===== src/rtl/ddr3_frame_arbiter_if.sv =====
// DDR3 user command port seen from the frame arbiter: command request,
// ready handshake and the end-of-data-phase pulse.
interface ddr3_frame_arbiter_if #(
    parameter int ADDR_W = 28
);
    logic              cmd_en;
    logic [2:0]        cmd_instr;
    logic [ADDR_W-1:0] cmd_addr;
    logic [7:0]        cmd_bl;
    logic              cmd_rdy;
    logic              burst_done;

    modport master (
        output cmd_en, cmd_instr, cmd_addr, cmd_bl,
        input  cmd_rdy, burst_done
    );

    modport slave (
        input  cmd_en, cmd_instr, cmd_addr, cmd_bl,
        output cmd_rdy, burst_done
    );
endinterface


===== src/rtl/ddr3_frame_arbiter.sv =====
// Round-robin write/read burst arbiter for the camera-to-HDMI DDR3 path with
// ping-pong frame banks so the display always reads the last complete frame.
module ddr3_frame_arbiter #(
    parameter int                ADDR_W      = 28,
    parameter int                BURST_LEN   = 64,
    parameter int                FRAME_WORDS = 307200,
    parameter logic [ADDR_W-1:0] BANK_STRIDE = ADDR_W'('h0080000)
) (
    input  logic                   sys_clk,
    input  logic                   sys_rst,
    input  logic                   init_done,
    input  logic                   wr_frame_start,
    input  logic                   rd_frame_start,
    input  logic [9:0]             wr_fifo_cnt,
    input  logic [9:0]             rd_fifo_space,
    ddr3_frame_arbiter_if.master   cmd,
    output logic                   wr_bank,
    output logic                   rd_bank,
    output logic                   busy
);

    typedef enum logic [2:0] {
        IDLE, ARB, WR_CMD, RD_CMD, WR_WAIT, RD_WAIT
    } state_t;

    localparam logic [2:0]        INSTR_WRITE = 3'b000;
    localparam logic [2:0]        INSTR_READ  = 3'b001;
    localparam logic [9:0]        BURST_CNT   = 10'(BURST_LEN);
    localparam logic [ADDR_W-1:0] BURST_STEP  = ADDR_W'(BURST_LEN);
    localparam logic [ADDR_W-1:0] FRAME_END   = ADDR_W'(FRAME_WORDS);

    state_t            state, state_next;
    logic [ADDR_W-1:0] wr_off, rd_off;
    logic              done_bank;
    logic              last_was_read;
    logic              wr_pend, rd_pend;

    logic wr_elig, rd_elig;
    logic apply_starts, grant_wr, grant_rd, wr_fin, rd_fin;
    logic done_bank_upd;

    assign wr_elig = (wr_fifo_cnt >= BURST_CNT) && (wr_off < FRAME_END);
    assign rd_elig = (rd_fifo_space >= BURST_CNT) && (rd_off < FRAME_END);

    // A read start applied together with a write start must see the bank the
    // write start just retired.
    assign done_bank_upd = (wr_pend && wr_off == FRAME_END) ? wr_bank : done_bank;

    assign cmd.cmd_en = (state == WR_CMD) || (state == RD_CMD);
    assign cmd.cmd_bl = 8'(BURST_LEN - 1);
    assign busy       = (state == WR_CMD) || (state == RD_CMD) ||
                        (state == WR_WAIT) || (state == RD_WAIT);

    always_ff @(posedge sys_clk) begin
        if (sys_rst) state <= IDLE;
        else         state <= state_next;
    end

    // NOTE: every signal assigned here gets a default first, otherwise the
    // branches that skip it would infer a latch.
    always_comb begin
        state_next   = state;
        apply_starts = 1'b0;
        grant_wr     = 1'b0;
        grant_rd     = 1'b0;
        wr_fin       = 1'b0;
        rd_fin       = 1'b0;
        case (state)
            IDLE: if (init_done) state_next = ARB;
            ARB: begin
                // Frame starts take a whole ARB cycle; eligibility is judged
                // on the refreshed offsets the cycle after.
                if (wr_pend || rd_pend) begin
                    apply_starts = 1'b1;
                end else if (init_done) begin
                    if (wr_elig && (!rd_elig || last_was_read)) begin
                        grant_wr   = 1'b1;
                        state_next = WR_CMD;
                    end else if (rd_elig) begin
                        grant_rd   = 1'b1;
                        state_next = RD_CMD;
                    end
                end
            end
            WR_CMD:  if (cmd.cmd_rdy) state_next = WR_WAIT;
            RD_CMD:  if (cmd.cmd_rdy) state_next = RD_WAIT;
            WR_WAIT: if (cmd.burst_done) begin
                wr_fin     = 1'b1;
                state_next = ARB;
            end
            RD_WAIT: if (cmd.burst_done) begin
                rd_fin     = 1'b1;
                state_next = ARB;
            end
            default: state_next = IDLE;
        endcase
    end

    // NOTE: sequential state uses non-blocking assignments so every register
    // samples pre-edge values regardless of statement order.
    always_ff @(posedge sys_clk) begin
        if (sys_rst) begin
            cmd.cmd_instr <= INSTR_WRITE;
            cmd.cmd_addr  <= '0;
            wr_bank       <= 1'b0;
            rd_bank       <= 1'b1;
            done_bank     <= 1'b1;
            wr_off        <= '0;
            rd_off        <= '0;
            last_was_read <= 1'b1;
            wr_pend       <= 1'b0;
            rd_pend       <= 1'b0;
        end else begin
            wr_pend <= wr_frame_start | (wr_pend & ~apply_starts);
            rd_pend <= rd_frame_start | (rd_pend & ~apply_starts);

            if (apply_starts && wr_pend) begin
                // A torn frame keeps its bank and is simply overwritten.
                if (wr_off == FRAME_END) begin
                    done_bank <= wr_bank;
                    wr_bank   <= ~wr_bank;
                end
                wr_off <= '0;
            end
            if (apply_starts && rd_pend) begin
                rd_bank <= done_bank_upd;
                rd_off  <= '0;
            end

            if (grant_wr) begin
                cmd.cmd_addr  <= (wr_bank ? BANK_STRIDE : '0) + wr_off;
                cmd.cmd_instr <= INSTR_WRITE;
                last_was_read <= 1'b0;
            end
            if (grant_rd) begin
                cmd.cmd_addr  <= (rd_bank ? BANK_STRIDE : '0) + rd_off;
                cmd.cmd_instr <= INSTR_READ;
                last_was_read <= 1'b1;
            end

            if (wr_fin) wr_off <= wr_off + BURST_STEP;
            if (rd_fin) rd_off <= rd_off + BURST_STEP;
        end
    end

endmodule


===== src/flat_wrapper.sv =====
// flat-port wrapper written by rule: the top's interface ports become plain ports
module ddr3_frame_arbiter_flat 
#(
    parameter int                ADDR_W      = 28,
    parameter int                BURST_LEN   = 64,
    parameter int                FRAME_WORDS = 307200,
    parameter logic [ADDR_W-1:0] BANK_STRIDE = ADDR_W'('h0080000)
)
  (sys_clk, sys_rst, init_done, wr_frame_start, rd_frame_start, wr_fifo_cnt, rd_fifo_space, wr_bank, rd_bank, busy, cmd_cmd_en, cmd_cmd_instr, cmd_cmd_addr, cmd_cmd_bl, cmd_cmd_rdy, cmd_burst_done);
  ddr3_frame_arbiter_if #(.ADDR_W(ADDR_W)) cmd_i ();
  input  logic sys_clk;
  input  logic sys_rst;
  input  logic init_done;
  input  logic wr_frame_start;
  input  logic rd_frame_start;
  input  logic [9:0] wr_fifo_cnt;
  input  logic [9:0] rd_fifo_space;
  output logic wr_bank;
  output logic rd_bank;
  output logic busy;
  output wire logic [$bits(cmd_i.cmd_en)-1:0] cmd_cmd_en;
  output wire logic [$bits(cmd_i.cmd_instr)-1:0] cmd_cmd_instr;
  output wire logic [$bits(cmd_i.cmd_addr)-1:0] cmd_cmd_addr;
  output wire logic [$bits(cmd_i.cmd_bl)-1:0] cmd_cmd_bl;
  input wire logic [$bits(cmd_i.cmd_rdy)-1:0] cmd_cmd_rdy;
  input wire logic [$bits(cmd_i.burst_done)-1:0] cmd_burst_done;
  assign cmd_cmd_en = cmd_i.cmd_en;
  assign cmd_cmd_instr = cmd_i.cmd_instr;
  assign cmd_cmd_addr = cmd_i.cmd_addr;
  assign cmd_cmd_bl = cmd_i.cmd_bl;
  assign cmd_i.cmd_rdy = cmd_cmd_rdy;
  assign cmd_i.burst_done = cmd_burst_done;
  ddr3_frame_arbiter #(.ADDR_W(ADDR_W), .BURST_LEN(BURST_LEN), .FRAME_WORDS(FRAME_WORDS), .BANK_STRIDE(BANK_STRIDE)) u_core (.sys_clk(sys_clk), .sys_rst(sys_rst), .init_done(init_done), .wr_frame_start(wr_frame_start), .rd_frame_start(rd_frame_start), .wr_fifo_cnt(wr_fifo_cnt), .rd_fifo_space(rd_fifo_space), .cmd(cmd_i), .wr_bank(wr_bank), .rd_bank(rd_bank), .busy(busy));
endmodule

===== config.mk =====
export PLATFORM = sky130hd
export DESIGN_NAME = ddr3_frame_arbiter_flat
export DESIGN_NICKNAME = d
export VERILOG_FILES = /design/src/rtl/ddr3_frame_arbiter_if.sv /design/src/rtl/ddr3_frame_arbiter.sv /design/src/flat_wrapper.sv
export SDC_FILE = /design/constraint.sdc
export NUM_CORES = 1
export LEC_CHECK = 0
export BUFFER_PORTS_ARGS = -buffer_cell sky130_fd_sc_hd__buf_2
export CORE_MARGIN = 3
export CORE_UTILIZATION = 55
export DETAILED_ROUTE_END_ITERATION = 12
export GPL_ROUTABILITY_DRIVEN = 0
export HOLD_SLACK_MARGIN = 0.15
export PLACE_DENSITY = 0.87
export RECOVER_POWER = 50
export SYNTH_ARGS = -nofsm -noshare
export SYNTH_HDL_FRONTEND = slang
export SYNTH_SLANG_ARGS = --single-unit

===== constraint.sdc =====
create_clock -name sys_clk -period 4.9 [get_ports sys_clk]
set_input_delay 0.245 -clock sys_clk [delete_from_list [all_inputs] [get_ports sys_clk]]
set_output_delay 0.245 -clock sys_clk [all_outputs]
set_load 0.01 [all_outputs]

# [After elaboration in Yosys (flattened, before gate mapping)]
# Cells that the tools add are included.
# W data, S select, Z words.
[classes] addsub=4 magnitude_cmp=4 eq_ne=13 mux=34 bitwise=6 reduce_logical=20
[op_table] op="$mux W28" n=6
[op_table] op="$add A28 B28 Y28" n=2
[op_table] op="$add A28 B7 Y28 const B" n=2
[op_table] op="$lt A28 B19 Y1 const B" n=2
[op_table] op="$mux W20" n=2
[op_table] op="$eq A28 B19 Y1 const B" n=1
[op_table] op="$mux W3" n=8
[op_table] op="$ge A10 B7 Y1 const B" n=2
[op_table] op="$mux W1" n=17
[op_table] op="$pmux W3 S5" n=1
[op_table] op="$ne A2 B2 Y1 const B" n=5
[op_table] op="$reduce_and A7 Y1" n=1
[op_table] op="$eq A3 B2 Y1 const B" n=2
[op_table] op="$eq A3 B3 Y1 const B" n=2
[op_table] op="$logic_and A1 B1 Y1" n=6
[op_table] op="$reduce_bool A2 Y1" n=3
[op_table] op="$logic_or A1 B1 Y1" n=5
[op_table] op="$reduce_or A2 Y1" n=2
[op_table] op="$eq A3 B1 Y1 const B" n=1
[op_table] op="$logic_not A3 Y1" n=1
[op_table] op="$ne A3 B1 Y1 const B" n=1
[op_table] op="$and A1 B1 Y1" n=2
[op_table] op="$ne A2 B1 Y1 const B" n=1
[op_table] op="$not A1 Y1" n=2
[op_table] op="other kinds (3)" n=4
[word_totals] regBits=94 in_bits=27 out_inout_bits=43 wordCells=92

# [Logic depth before layout (Yosys ltp)]
[logic_depth] depth_word=11 depth_mapped=8 ltp_nobuf=7

# [Worst setup path after synthesis]
# OpenSTA, ideal clock, no wires.
[synth_path] kind="flip-flop to flip-flop" startpoint="reg u_core.state[1]" endpoint="reg u_core.wr_off[27]" setup_ns=0.065 arrival_ns=1.805 required_time_ns=4.835 slack_ns=3.030 stages_incl_launch_ff=7 n_path_buf=1 period_less_slack_ns=1.870 path_cell_list="dfxtp_1 -> buf_2 -> nand4bb_4 -> or3_1 -> nor4_1 -> mux2_2 -> nor2_1"
[synth_via] elab_chain_len=4 elab_cells_between_ends=7 classes_between="eq/ne (2); mux (3); reduce/logical (2)"
[synth_rtl] item="start, declared" line_no="ddr3_frame_arbiter.sv:32" source="state_t state, state_next;"
[synth_rtl] item="start signal, assigned" line_no="ddr3_frame_arbiter.sv:56" source="else state <= state_next;"
[synth_rtl] item="$eq A3 B1 Y1" line_no="ddr3_frame_arbiter.sv:68" source="case (state)"
[synth_rtl] item="$mux W1" line_no="ddr3_frame_arbiter.sv:68"
[synth_rtl] item="$logic_and A1 B1 Y1" line_no="ddr3_frame_arbiter.sv:117" source="if (apply_starts && wr_pend) begin"
[synth_rtl] item="$reduce_bool A2 Y1 (no source line)"
[synth_rtl] item="end signal, assigned" line_no="ddr3_frame_arbiter.sv:141" source="if (wr_fin) wr_off <= wr_off + BURST_STEP;"
[synth_rtl] item="end, declared" line_no="ddr3_frame_arbiter.sv:33" source="logic [ADDR_W-1:0] wr_off, rd_off;"
# Several ways; a longest one is shown, not always the timed one.
# A chain may end at the register's enable or synchronous reset.

# [Worst setup path after layout]
[layout_path] startpoint="reg u_core.state[2]" endpoint="reg u_core.cmd.cmd_addr[10]"
[layout_via] elab_chain_len=3 elab_cells_between_ends=5 classes_between="eq/ne (1); mux (3); reduce/logical (1)"
[layout_rtl] item="$eq A3 B1 Y1 (*)" line_no="ddr3_frame_arbiter.sv:68"
[layout_rtl] item="$mux W1" line_no="ddr3_frame_arbiter.sv:68"
[layout_rtl] item="$mux W28 or $reduce_bool A2 Y1 (tied branches)"
[layout_rtl] item="end signal, assigned" line_no="ddr3_frame_arbiter.sv:131" source="cmd.cmd_addr <= (wr_bank ? BANK_STRIDE : '0) + wr_off;"
[layout_rtl] item="end signal, assigned" line_no="ddr3_frame_arbiter.sv:136" source="cmd.cmd_addr <= (rd_bank ? BANK_STRIDE : '0) + rd_off;"
[layout_rtl] item="end, declared" line_no="ddr3_frame_arbiter_if.sv:14" source="output cmd_en, cmd_instr, cmd_addr, cmd_bl,"
# Every way passes the cells marked *; elsewhere a longest branch is shown, timed or not.

==> implementation parameters <==
Parameter                              Value

STA
  Max-slew violation count ... 0
  Final number of setup-violating endpoints ... 0
  Final Hold Fails ... 0
  Period Utilization, post-route ... 0.631
  Transition time at the pin with the least slew margin ... 1.10 ns
  Achievable Freq ... 0.323 GHz
  Summed negative setup slack over all endpoints ... 0 ns
  Final-layout worst hold slack ... 0.308 ns
  Relative slew slack ... 0.263
  Setup repair after global routing missed its margin ... no
  Skew final ... 0.00877 ns
  Minimum clock period after layout ... 3.09 ns

Global route
  Largest net degree at the start of global routing ... 50
  GRT Max-Usage Layer ... met2
  Met3 Usage GRT ... 0.0550
  Total gr overflow ... 0
  Met1 usage in global routing ... 0.288
  Met2 capacity usage during global routing ... 0.409
  Global-route wire length before repair ... 16300 µm
  Initial antenna violation count ... 0
  Via count of the first global-routing pass ... 3475
  Total routing resource utilization after global routing ... 0.234

Worst setup path
  Worst-case reg-to-reg path depth ... 5
  Critical register-to-register path endpoint ... u_core.cmd.cmd_addr[10]
  Worst EP arrival ... 3.29 ns
  Largest stage delay on the critical path ... 0.93 ns
  Max Fanout on Critical Path ... 17
  Crit path buffers/inverters ... 0
  Worst flop-to-flop path startpoint ... u_core.state[2]
  Reg-to-reg setup timing slack ... 1.81 ns
  Top cell family by delay on the critical path ... simple AND/OR/NAND/NOR gates
  Critical Path, Cell by Cell ... nor3b_1 > and3_1 > o2111ai_2 > nand2_1 > a211oi_1
  Required time of the critical path ... 5.09 ns
  CP max-delay cell ... sky130_fd_sc_hd__nor3b_1
  Type of element capturing the critical path ... register
  Critical path startpoint category ... register
  Worst setup path category ... reg -> reg

Final layout
  Count of filler cells inserted in the layout ... 613
  Fraction of final layout cells sized beyond drive strength 1 ... 0.0904
  FF+latch area ... 1520 µm²
  Number of nets at the end of the flow ... 539
  Antenna cell count ... 0
  Multi-input logic area ... 2260 µm²
  Area growth syn-to-layout ... 8.28%
  Most frequent cells in the layout ... 76 x sky130_fd_sc_hd__dfxtp_1, 59 x sky130_fd_sc_hd__a21oi_1, 46 x sky130_fd_sc_hd__nand2_1
  Final core utilization ... 0.633
  Most common cell after layout, fill and taps aside ... sky130_fd_sc_hd__dfxtp_1

Placed design
  Placed wire-length estimate ... 6950 µm
  Total of buffers placed on input and output ports ... 41

Routing
  Aggregate routed wire length ... 10100 µm
  # DRC ... 0
  Number of vias after detailed routing ... 3839
  Pre-Repair DR Iteration Count ... 5
  Avg Vias per Cell ... 6.35
  1st-iter DRT viols ... 328
  DRT antenna net count ... 0
  Routed length per placed instance ... 16.7 µm

Power and ir drop
  Power per cell area ... 314 nW/µm²
  Worst vdd ir ... 234 µV
  Pleak ... 1.46 nW

Clocking
  # Post-CTS Setup Buffers ... 0
  Number of buffers created by CTS ... 9
  Library cell used as clock root buffer ... sky130_fd_sc_hd__clkbuf_8
  Clock tree from TritonCTS ... yes
  CTS sink cnt ... 76
  Source-to-sink clock delay at the later pin of the worst-skew pair ... 0.36 ns
  Maximum clock insertion buffer count ... 2
  H-tree Lvls ... 3
  Clock transition at the register clock pins on the worst setup and hold paths after CTS ... 0.08 ns

Floorplan
  Standard-cell rows ... 30
  Die height ... 92.1 µm
  IO Count ... 70
  Die span in x ... 92.1 µm
  Total Die Area ... 8490 µm²
  Placeable core region ... 6980 µm²
  Starting Density ... 0.584

Synthesis
  Part of the Yosys area used for sequential elements ... 0.373
  Share of flip-flops with an asynchronous set or reset ... 0
  Flop and latch count out of synthesis ... 76
  Number of instances in the synthesized netlist ... 484
  Avg Inst Size Synth ... 8.43 µm²
  Flip-flop cell with the highest count after synthesis ... sky130_fd_sc_hd__dfxtp_1
  Netlist Area Pre-Place ... 4080 µm²
  Number of flops mapped to enable cells by yosys ... 0
  Share of the synthesized area in the top cell type ... 0.373
  Total of warnings raised by yosys ... 0
  Largest cells by area after synthesis ... sky130_fd_sc_hd__dfxtp_1 37%, sky130_fd_sc_hd__a21oi_1 7.2%, sky130_fd_sc_hd__nand2_1 4.2%, sky130_fd_sc_hd__a211oi_1 3.7%, sky130_fd_sc_hd__a311oi_1 3.4%
  Number of distinct library cell variants in the gate-level netlist after synthesis ... 55
  Library cell with the largest summed area after synthesis ... sky130_fd_sc_hd__dfxtp_1

Hold path
  Type of the tightest min-delay check ... in -> reg
  Hold_sp ... cmd_burst_done
  Hold Path Depth ... 4
  Endpoint of the worst hold path ... u_core.state[2]

Job
  Max-cap violations ... 0

Status
  Run status ... finished clean
[how the worst max path moves through the flow]
stage	cells past startpoint	slack, ns	start	endpoint
floorplan	6	3.03	u_core.state[1]	u_core.wr_off[27]
global placement	5	2.42	u_core.state[2]	u_core.cmd.cmd_addr[7]
detailed placement	5	2.42	u_core.state[2]	u_core.cmd.cmd_addr[7]
CTS	5	2.37	u_core.state[2]	u_core.cmd.cmd_addr[10]
global route	5	1.62	u_core.state[0]	u_core.cmd.cmd_addr[10]
finish	5	1.81	u_core.state[2]	u_core.cmd.cmd_addr[10]
[worst register-to-register path, cell delays in order (launching register included)]
cell,delay (ns)
sky130_fd_sc_hd__dfxtp_1,0.41
sky130_fd_sc_hd__nor3b_1,0.94
sky130_fd_sc_hd__and3_1,0.73
sky130_fd_sc_hd__o2111ai_2,0.53
sky130_fd_sc_hd__nand2_1,0.23
sky130_fd_sc_hd__a211oi_1,0.09
[layer usage]
metal | wire, µm | vias up | share of wire
met5 | 0 | - | 0
met3 | 629 | 20 | 0.062
li1 | - | 1829 | -
met4 | 162 | 0 | 0.016
met2 | 5020 | 145 | 0.50
met1 | 4280 | 1845 | 0.42
[Yosys cell counts (3+ instances only)]
library cell and number:
sky130_fd_sc_hd__mux2_2 9, sky130_fd_sc_hd__a211oi_1 20, sky130_fd_sc_hd__dfxtp_1 76, sky130_fd_sc_hd__nor3b_1 7, sky130_fd_sc_hd__nor4_1 3, sky130_fd_sc_hd__o21ai_0 6
sky130_fd_sc_hd__inv_1 11, sky130_fd_sc_hd__nand3_1 17, sky130_fd_sc_hd__nand2b_1 3, sky130_fd_sc_hd__or4_1 12, sky130_fd_sc_hd__nor3_1 8, sky130_fd_sc_hd__buf_2 10
sky130_fd_sc_hd__clkbuf_1 20, sky130_fd_sc_hd__nand2_1 46, sky130_fd_sc_hd__nor2_1 33, sky130_fd_sc_hd__or3_1 12, sky130_fd_sc_hd__buf_4 18, sky130_fd_sc_hd__nand3b_1 3
sky130_fd_sc_hd__nand4_1 9, sky130_fd_sc_hd__and3_1 9, sky130_fd_sc_hd__o211ai_1 12, sky130_fd_sc_hd__a311oi_1 16, sky130_fd_sc_hd__a31oi_1 3, sky130_fd_sc_hd__a21oi_1 59
sky130_fd_sc_hd__ha_1 8, sky130_fd_sc_hd__o311ai_0 11, sky130_fd_sc_hd__o31ai_1 3
[flip-flops by register name (all words and copies together), names as in the netlist]
register,flops
u_core.cmd.cmd_addr,22
u_core.cmd.cmd_instr,1
u_core.done_bank,1
u_core.last_was_read,1
u_core.rd_bank,1
u_core.rd_off,22
u_core.rd_pend,1
u_core.state,3
u_core.wr_bank,1
u_core.wr_off,22
u_core.wr_pend,1
[cell type report]
class	instances	area share
clock buffer	12	0.0329
clock inverter	4	0.0272
inverter	11	0.00935
multi-input combinational	361	0.512
sequential	76	0.344
tap	96	0.0272
timing repair buffer	45	0.0473
[cell families after synthesis]
family	count (synthesis)	share of synthesized area
AND/OR/NAND/NOR	183	0.256
AO/OA/AOI/OAI	140	0.231
adder cells (fa/ha/maj)	8	0.0245
other	2	0.00184
flip-flops	76	0.373
buffers and inverters	61	0.0776
XOR/XNOR	3	0.00644
multiplexers	11	0.0298
[what timing repair did]
action	4_1_cts	5_1_grt
gates resized for setup	0	0
hold buffers	3	0
hold endpoints to repair	3	0
[power breakdown]
part	total, mW	internal [mW]	leakage, nW	switching [mW]
Clock	0.634	0.404	0.131	0.230
Combinational	0.110	0.0351	0.713	0.0745
Sequential	0.642	0.630	0.614	0.0126
Total	1.39	1.07	1.46	0.317
[per-stage QoR]
step                instances  power (mW)  setup WS, ns  cell area (µm²)
floorplan                 498       0.745          3.03             4130
finish                    605        1.39          1.81             4420
CTS                       605        1.39          2.37             4480
global placement          586       0.765          2.42             4190
global route              605        1.43          1.62             4420
detailed placement        586       0.768          2.42             4190
(Power assumes the default switching activity.)
